===== config.mk =====
export PLATFORM = sky130hd
export DESIGN_NAME = systolic_array_ctrl_flat
export DESIGN_NICKNAME = d
export VERILOG_FILES = /design/src/rtl/systolic_array_ctrl_if.sv /design/src/rtl/systolic_array_ctrl.sv /design/src/flat_wrapper.sv
export SDC_FILE = /design/constraint.sdc
export NUM_CORES = 1
export LEC_CHECK = 0
export CORE_ASPECT_RATIO = 1.1
export CORE_MARGIN = 3
export CORE_UTILIZATION = 30
export DETAILED_ROUTE_END_ITERATION = 8
export HOLD_SLACK_MARGIN = 0.1
export PLACE_DENSITY = 0.49
export SLEW_MARGIN = 30
export SYNTH_ARGS = -nofsm -noshare
export SYNTH_HDL_FRONTEND = slang
export SYNTH_SLANG_ARGS = --single-unit

===== constraint.sdc =====
create_clock -name clk -period 3.2 [get_ports clk]
set_input_delay 0.64 -clock clk [delete_from_list [all_inputs] [get_ports clk]]
set_output_delay 0.64 -clock clk [all_outputs]
set_load 0.01 [all_outputs]

===== src/rtl/systolic_array_ctrl_if.sv =====
// rtl/systolic_array_ctrl_if.sv - Vector handshake and cell-0 drive bundle for systolic_array_ctrl
//
// Signals
//   in_valid   upstream has a vector on x_in of cell 0
//   in_ready   controller accepts the vector this cycle
//   ce         clock enable to every cell in the chain
//   mem_addr   weight address into cell 0
//   ctrl_out   control word into cell 0 ctrl_in
//   out_valid  y_out of the last cell holds a valid result
// Modports
//   master  upstream/host side (drives in_valid, observes the rest)
//   slave   controller side
interface systolic_array_ctrl_if #(
    parameter int MEM_ADDR_WIDTH = 4
);
    logic                      in_valid;
    logic                      in_ready;
    logic                      ce;
    logic [MEM_ADDR_WIDTH-1:0] mem_addr;
    logic [31:0]               ctrl_out;
    logic                      out_valid;

    modport master (
        output in_valid,
        input  in_ready, ce, mem_addr, ctrl_out, out_valid
    );

    modport slave (
        input  in_valid,
        output in_ready, ce, mem_addr, ctrl_out, out_valid
    );
endinterface


===== src/rtl/systolic_array_ctrl.sv =====
// rtl/systolic_array_ctrl.sv - Job sequencer for a 1-D chain of systolic cells
//
// Ports
//   clk, rst_n     clock, asynchronous active-low reset
//   start          job start, sampled in IDLE only
//   abort          synchronous abort, any state -> IDLE next cycle
//   num_vectors    vectors in the job, latched on accepted start
//   cif (slave)    in_valid/in_ready handshake, ce, mem_addr, ctrl_out, out_valid
//   busy           high in every state except IDLE
//   done           one-cycle pulse at end of job
//   stall_count    STREAM cycles with in_valid=0
// Optional feature: define SYSTOLIC_CTRL_PERF_EN to build the stall counter;
// otherwise stall_count is tied to zero.
module systolic_array_ctrl #(
    parameter int MEM_ADDR_WIDTH = 4,
    parameter int NUM_WEIGHTS    = 16,
    parameter int ROWS           = 4,
    parameter int PRIME_CYCLES   = 2
) (
    input  logic                  clk,
    input  logic                  rst_n,
    input  logic                  start,
    input  logic                  abort,
    input  logic [15:0]           num_vectors,
    systolic_array_ctrl_if.slave  cif,
    output logic                  busy,
    output logic                  done,
    output logic [31:0]           stall_count
);
    localparam int LATENCY = 2 * ROWS + 1;
    localparam int CNT_W   = $clog2(LATENCY + PRIME_CYCLES + 1);

    typedef enum logic [2:0] {IDLE, PRIME, STREAM, DRAIN, FINISH} state_t;

    state_t                    state_q, state_d;
    logic [CNT_W-1:0]          cnt_q;
    logic [15:0]               num_q;
    logic [15:0]               vec_cnt_q;
    logic [MEM_ADDR_WIDTH-1:0] addr_q;
    logic [31:0]               ctrl_q;
    logic                      out_valid_q;
    // LATENCY-1 stages here plus out_valid_q make up the full valid pipeline
    logic [LATENCY-2:0]        vpipe_q;

    logic in_ready_c, ce_c, xfer, is_last, is_first, accept_start;

    assign is_last      = (vec_cnt_q == num_q - 16'd1);
    assign is_first     = (vec_cnt_q == 16'd0);
    assign xfer         = in_ready_c & cif.in_valid;
    assign accept_start = (state_q == IDLE) & start & ~abort;

    always_comb begin
        state_d    = state_q;
        in_ready_c = 1'b0;
        ce_c       = 1'b0;
        case (state_q)
            IDLE: begin
                if (start) state_d = (num_vectors == 16'd0) ? FINISH : PRIME;
            end
            PRIME: begin
                ce_c = 1'b1;
                if (cnt_q == CNT_W'(PRIME_CYCLES - 1)) state_d = STREAM;
            end
            STREAM: begin
                in_ready_c = 1'b1;
                ce_c       = cif.in_valid;
                if (cif.in_valid && is_last) state_d = DRAIN;
            end
            DRAIN: begin
                ce_c = 1'b1;
                if (cnt_q == CNT_W'(LATENCY - 1)) state_d = FINISH;
            end
            FINISH: state_d = IDLE;
            default: state_d = IDLE;
        endcase
        // Abort gates the enables too, so nothing moves in the abort cycle
        if (abort) begin
            state_d    = IDLE;
            in_ready_c = 1'b0;
            ce_c       = 1'b0;
        end
    end

    always_ff @(posedge clk or negedge rst_n) begin
        if (!rst_n) begin
            state_q     <= IDLE;
            cnt_q       <= '0;
            num_q       <= '0;
            vec_cnt_q   <= '0;
            addr_q      <= '0;
            ctrl_q      <= '0;
            out_valid_q <= 1'b0;
            vpipe_q     <= '0;
            busy        <= 1'b0;
            done        <= 1'b0;
        end else begin
            state_q <= state_d;
            busy    <= (state_d != IDLE);
            done    <= (state_d == FINISH);
            cnt_q   <= (state_d != state_q) ? '0 : cnt_q + 1'b1;

            if (accept_start) begin
                num_q     <= num_vectors;
                vec_cnt_q <= '0;
                addr_q    <= '0;
            end else if (xfer) begin
                vec_cnt_q <= vec_cnt_q + 16'd1;
                addr_q    <= (addr_q == MEM_ADDR_WIDTH'(NUM_WEIGHTS - 1)) ? '0 : addr_q + 1'b1;
            end

            // ctrl_out describes the transfer that happened on this edge
            ctrl_q <= {xfer ? vec_cnt_q : 16'd0, 12'd0, xfer, state_d == DRAIN,
                       xfer & is_last, xfer & is_first};

            // Results leave the chain only on enabled edges; a stalled cycle
            // produces no new result, hence the pulse is dropped when ce=0.
            if (ce_c) begin
                vpipe_q     <= {vpipe_q[LATENCY-3:0], xfer};
                out_valid_q <= vpipe_q[LATENCY-2];
            end else begin
                out_valid_q <= 1'b0;
            end

            if (abort) begin
                vpipe_q     <= '0;
                out_valid_q <= 1'b0;
                ctrl_q      <= '0;
                addr_q      <= '0;
                vec_cnt_q   <= '0;
            end
        end
    end

    assign cif.in_ready  = in_ready_c;
    assign cif.ce        = ce_c;
    assign cif.mem_addr  = addr_q;
    assign cif.ctrl_out  = ctrl_q;
    assign cif.out_valid = out_valid_q;

`ifdef SYSTOLIC_CTRL_PERF_EN
    logic [31:0] stall_q;
    always_ff @(posedge clk or negedge rst_n) begin
        if (!rst_n) begin
            stall_q <= '0;
        end else if (accept_start) begin
            stall_q <= '0;
        end else if (state_q == STREAM && !cif.in_valid && !abort) begin
            stall_q <= stall_q + 32'd1;
        end
    end
    assign stall_count = stall_q;
`else
    assign stall_count = 32'd0;
`endif
endmodule

===== src/flat_wrapper.sv =====
// flat-port wrapper written by rule: the top's interface ports become plain ports
module systolic_array_ctrl_flat 
#(
    parameter int MEM_ADDR_WIDTH = 4,
    parameter int NUM_WEIGHTS    = 16,
    parameter int ROWS           = 4,
    parameter int PRIME_CYCLES   = 2
)
  (clk, rst_n, start, abort, num_vectors, busy, done, stall_count, cif_in_valid, cif_in_ready, cif_ce, cif_mem_addr, cif_ctrl_out, cif_out_valid);
  systolic_array_ctrl_if #(.MEM_ADDR_WIDTH(MEM_ADDR_WIDTH)) cif_i ();
  input  logic clk;
  input  logic rst_n;
  input  logic start;
  input  logic abort;
  input  logic [15:0] num_vectors;
  output logic busy;
  output logic done;
  output logic [31:0] stall_count;
  input wire logic [$bits(cif_i.in_valid)-1:0] cif_in_valid;
  output wire logic [$bits(cif_i.in_ready)-1:0] cif_in_ready;
  output wire logic [$bits(cif_i.ce)-1:0] cif_ce;
  output wire logic [$bits(cif_i.mem_addr)-1:0] cif_mem_addr;
  output wire logic [$bits(cif_i.ctrl_out)-1:0] cif_ctrl_out;
  output wire logic [$bits(cif_i.out_valid)-1:0] cif_out_valid;
  assign cif_i.in_valid = cif_in_valid;
  assign cif_in_ready = cif_i.in_ready;
  assign cif_ce = cif_i.ce;
  assign cif_mem_addr = cif_i.mem_addr;
  assign cif_ctrl_out = cif_i.ctrl_out;
  assign cif_out_valid = cif_i.out_valid;
  systolic_array_ctrl #(.MEM_ADDR_WIDTH(MEM_ADDR_WIDTH), .NUM_WEIGHTS(NUM_WEIGHTS), .ROWS(ROWS), .PRIME_CYCLES(PRIME_CYCLES)) u_core (.clk(clk), .rst_n(rst_n), .start(start), .abort(abort), .num_vectors(num_vectors), .cif(cif_i), .busy(busy), .done(done), .stall_count(stall_count));
endmodule

After elaboration in Yosys (flattened, before gate mapping)
Cells that the tools add are included.
Widths: inputs -> output; s select.
{ "totals": {"reg_bits": 86, "input_bits": 21, "output_inout_bits": 73, "elab_cells": 63} }
{ "classes": {"addsub": 4, "eq_ne": 10, "mux": 25, "n_bitwise": 6, "reduce_logical": 8} }
{ "op_table": {"columns": ["op", "count"], "rows": [
  ["$mux 16", 4],
  ["$logic_not 16->1", 2],
  ["$mux 32", 1],
  ["$mux 4", 5],
  ["$mux 3", 6],
  ["$add 16x1->16 const B", 1],
  ["$eq 16x16->1", 1],
  ["$mux 8", 2],
  ["$sub 16x1->16 const B", 1],
  ["$pmux 3 s4", 1],
  ["$eq 3x2->1 const B", 3],
  ["$add 4x1->4 const B", 2],
  ["$eq 4x4->1 const B", 2],
  ["$reduce_bool 3->1", 2],
  ["$and 1x1->1", 5],
  ["$mux 1", 5],
  ["$eq 4x1->1 const B", 1],
  ["$eq 3x1->1 const B", 1],
  ["$eq 3x3->1 const B", 1],
  ["$logic_not 3->1", 1],
  ["$ne 3x3->1", 1],
  ["$pmux 1 s2", 1],
  ["$reduce_bool 2->1", 1],
  ["$reduce_or 2->1", 1],
  ["other kinds (2)", 2]
]} }

Depth between registers and ports, before layout
{ "depth": {"depth_word": 8, "depth_mapped": 10} }

Worst setup path after synthesis
Ideal clock, no wire load.
{ "synth_path": {"path_type": "flip-flop to flip-flop", "from": "register u_core.num_q[0]", "to": "register u_core.cnt_q[3]", "arrival_time_ns": 2.594, "setup_slack_ns": 0.540, "stages_incl_launch_ff": 8, "n_path_buf": 0, "path_cell_list": "dfrtp_1 > or4_4 > or4_4 > mux2i_1 > a211oi_1 > nor4_4 > or4b_1 > nand2_1"} }
{ "synth_via": {"elab_chain_cells": 8} }
{ "synth_rtl": {"columns": ["element", "line", "rtl"], "rows": [
  ["start: declaration", "systolic_array_ctrl.sv:37", "logic [15:0] num_q;"],
  ["start signal: assignment", "systolic_array_ctrl.sv:103", "num_q <= num_vectors;"],
  ["$sub 16x1->16", "systolic_array_ctrl.sv:47", "assign is_last = (vec_cnt_q == num_q - 16'd1);"],
  ["$eq 16x16->1", "systolic_array_ctrl.sv:47", null],
  ["$logic_and 1x1->1", "systolic_array_ctrl.sv:67", "if (cif.in_valid && is_last) state_d = DRAIN;"],
  ["$mux 3", "systolic_array_ctrl.sv:67", null],
  ["$pmux 3 s4", "systolic_array_ctrl.sv:56", "case (state_q)"],
  ["$mux 3", "systolic_array_ctrl.sv:77", "if (abort) begin"],
  ["$ne 3x3->1", "systolic_array_ctrl.sv:100", "cnt_q <= (state_d != state_q) ? '0 : cnt_q + 1'b1;"],
  ["$mux 4", "systolic_array_ctrl.sv:100", null],
  ["end signal: assignment", "systolic_array_ctrl.sv:100", null],
  ["end: declaration", "systolic_array_ctrl.sv:36", "logic [CNT_W-1:0] cnt_q;"]
]} }
Every way passes these cells.
A chain may end at the register's enable or synchronous reset.

Worst setup path after layout
Same ends and word-level chain as after synthesis.

==> flow_summary.yaml <==
layout:
  diodes: 0
  fin_nets: 513
  fin_cells: 678
  drive_gt1_share_pct: 11.8
  area_delta_synth_final_pct: 19.8
  utilization_pct: 36.9
yosys:
  synth_top_family_by_area: "simple AND/OR/NAND/NOR gates"
  synth_xor_area_share_pct: 6.78
  synthDominantCellAreaShare_pct: 43.4
  synth_area_um2: 4270
  ys_ff_latch: 74
  synth_cell_type_count: 61
  seq_area_frac_synth_pct: 43.4
  synthAdderAreaFrac_pct: 2.05
  avgSynthCellArea_um2: 9.85
  synth.most_common_cell: "dfrtp_1"
  synth_compound_area_share_pct: 7.48
  async_flop_share_pct: 100
  synth_commonest_cells: "dfrtp_1 (74), nor2_1 (45), buf_4 (44)"
  ys.flop_type: "dfrtp_1"
  synth.mux.area_fraction_pct: 5.54
  synth_edf_count: 0
  synth_area_leaders: "dfrtp_1 (43%), buf_4 (7.7%), nor2_1 (4.0%), xor2_1 (3.9%), mux2_2 (3.4%)"
  yosys.area_share.simple_pct: 22.4
  synthesis.instances: 433
  yosysTopAreaCell: "dfrtp_1"
  yosysWarnings: 0
global_routing:
  grt_pass1_wl_mm: 16.3
  grt_pass1_vias: 3199
  track_usage_pct: 13.1
  antenna_found_initial: 0
  overflow: 0
  grt_max_degree: 75
clock_network:
  clk_pin_slew_ps: 60
  numClockSinks: 74
  clk_path_buf_depth: 2
  cts-resized-gates: 0
  hold_buffers: 0
  numCtsBuffers: 9
  htreeDepth: 3
  cts_tree: "built"
  insertion_delay_ps: 350
  post-cts-setup-buffer-count: 0
  cts_root_buffer: "clkbuf_16"
worst_setup_path:
  setup.worst_path.start_class: "register"
  crit_chain: "or4_4 > or4_4 > mux2i_1 > a211oi_1 > nor4_4 > or4b_1 > nand2_1"
  end_kind: "register"
  cp.required_ps: 3490
  max_stage_delay_ps: 570
  cp_max_fo: 5
  crit_buf_inv: 0
  critical-path-top-delay-family: "simple AND/OR/NAND/NOR gates"
  cp_common_cell: "or4_4"
  arrival_ps: 3250
  crit_type: "register to register"
  crit_slowest_cell: "or4_4"
floorplan:
  die_w_um: 120
  coreArea_um2: 13900
  row_count: 45
  io_pins: 94
  dieArea_um2: 15700
  initial_core_util_pct: 30.8
  fp.dieH_um: 131
sta:
  maxSlewViolCount: 0
  hold_violations: 0
  holdWs_ps: 301
  setup_viol: 0
  timing.fmax_mhz: 337
  rsz0062_at_grt: "no"
  max-slew-margin-rel_pct: 53.4
  worst_pin_slew_ps: 699
  post-route-min-period_ps: 2970
  fin_crit_sh_pct: 92.7
  skew_ps: 5.35
  fin_tns_setup_ps: 0
worst_hold_path:
  hold_path.class: "primary input to asynchronous set/reset pin"
placed_design:
  port_buffers: 49
  dp_hpwl_mm: 7.13
  place_inst: 662
  gp_congestion: 0.809
power_and_ir_drop:
  power.leakage_nw: 2.32
  max-vdd-ir-drop_mv: 0.315
  power_density_nw_per_um2: 688
job:
  maxCapViolations: 0
drt:
  drt_iter0_markers: 158
  drc: 0
  drt_pre_antenna_iters: 4
  via_per_inst: 4.65
  ant_nets: 0
  vias: 3151
  wire_per_inst_um: 14.2
  finalWirelength_mm: 9.66
run_status:
  outcome: "finished clean"
## cells by family (layout without fill, tap and decap cells)
kind of cell | Yosys count | in the layout
and+or+nand+nor | 171 | 171
xor gates and xnor gates | 33 | 33
other | 1 | 44
AOI/OAI and AO/OA | 46 | 46
adders and majority gates | 7 | 7
buffers and inverters | 79 | 93
muxes | 22 | 22
DFF | 74 | 74
## where the power goes
group / leakage (nW) / total [mW] / internal, mW / switching, mW
clock: 0.156 / 1.10 / 0.701 / 0.402
combinational: 1.17 / 1.09 / 0.523 / 0.567
sequential: 0.991 / 1.32 / 1.09 / 0.232
## registers in the layout, summed over array words and instances (netlist names)
| signal | count |
|---|---|
| u_core.num_q | 16 |
| u_core.vec_cnt_q | 16 |
| u_core.vpipe_q | 8 |
| u_core.cnt_q | 4 |
| u_core.cif.ctrl_out | 20 |
| u_core.cif.mem_addr | 4 |
| u_core.busy | 1 |
| u_core.state_q | 3 |
| u_core.done | 1 |
| u_core.cif.out_valid | 1 |
## path summary, 6_finish.rpt
path	startpoint	end	slack, ps	cells after the start
worst max-delay path	u_core.num_q[0]	u_core.cnt_q[3]	230	7
worst min-delay path	rst_n	u_core.cif.ctrl_out[17]	300	1
worst max register to register	u_core.num_q[0]	u_core.cnt_q[3]	230	7
worst min register to register	u_core.vpipe_q[7]	u_core.cif.out_valid	480	1
max in group asynchronous	rst_n	u_core.num_q[6]	2400	1
min in group clk	u_core.vpipe_q[7]	u_core.cif.out_valid	480	1
## layout make-up
type | count | area [um^2]
timing repair buffer | 62 | 589
tap | 188 | 235
fill | 1447 | 8740
clock buffer | 11 | 243
sequential | 74 | 1850
inverter | 15 | 56.3
clock inverter | 5 | 77.6
multi-input combinational | 323 | 2060
## layout by cell type, fill, tap and decap left out, types with 3 or more instances in the layout
| cell | netlist | layout |
|---|---|---|
| nor3_1 | 11 | 11 |
| clkdlybuf4s50_1 | 0 | 48 |
| inv_1 | 15 | 15 |
| nand2b_1 | 3 | 3 |
| a21o_1 | 3 | 3 |
| nand4b_1 | 4 | 4 |
| xor2_1 | 19 | 19 |
| nor2_1 | 45 | 45 |
| mux2_2 | 13 | 13 |
| buf_4 | 44 | 13 |
| nand2_1 | 24 | 24 |
| conb_1 | 1 | 44 |
| mux2i_1 | 9 | 9 |
| and3_1 | 8 | 8 |
| xnor2_1 | 14 | 14 |
| and2_1 | 14 | 14 |
| clkbuf_16 | 0 | 9 |
| o211ai_1 | 3 | 3 |
| nor4_1 | 11 | 11 |
| ha_1 | 7 | 7 |
| nand3_1 | 13 | 13 |
| nor3b_1 | 3 | 3 |
| nand4_1 | 7 | 7 |
| or2_2 | 3 | 3 |
| dfrtp_1 | 74 | 74 |
| o21ai_0 | 17 | 17 |
| a21oi_1 | 7 | 7 |
## worst register-to-register path: stages (launching register included)
cell and delay (ps):
dfrtp_1 430, or4_4 570, or4_4 520, mux2i_1 140, a211oi_1 530, nor4_4 150
or4b_1 490, nand2_1 70
## stage by stage
| step | setup slack, ps | cell area, um^2 | total power, mW |
|---|---|---|---|
| 2_1_floorplan | 540 | 4430 | 2.16 |
| 3_3_place_gp | 98.9 | 4780 | 2.41 |
| 3_5_place_dp | 102 | 4780 | 2.43 |
| 4_1_cts | 102 | 5100 | 3.55 |
| 5_1_grt | 107 | 5110 | 3.76 |
| 6_report | 235 | 5110 | 3.52 |
## routing by layer
metal / global-route usage (%) / part of all wire, %
met1: 16.8 / 46
met2: 20.8 / 47
met3: 3.43 / 4.8
met4: 6.40 / 2.4
met5: 0 / 0
Power figures use the tool's default switching activity.
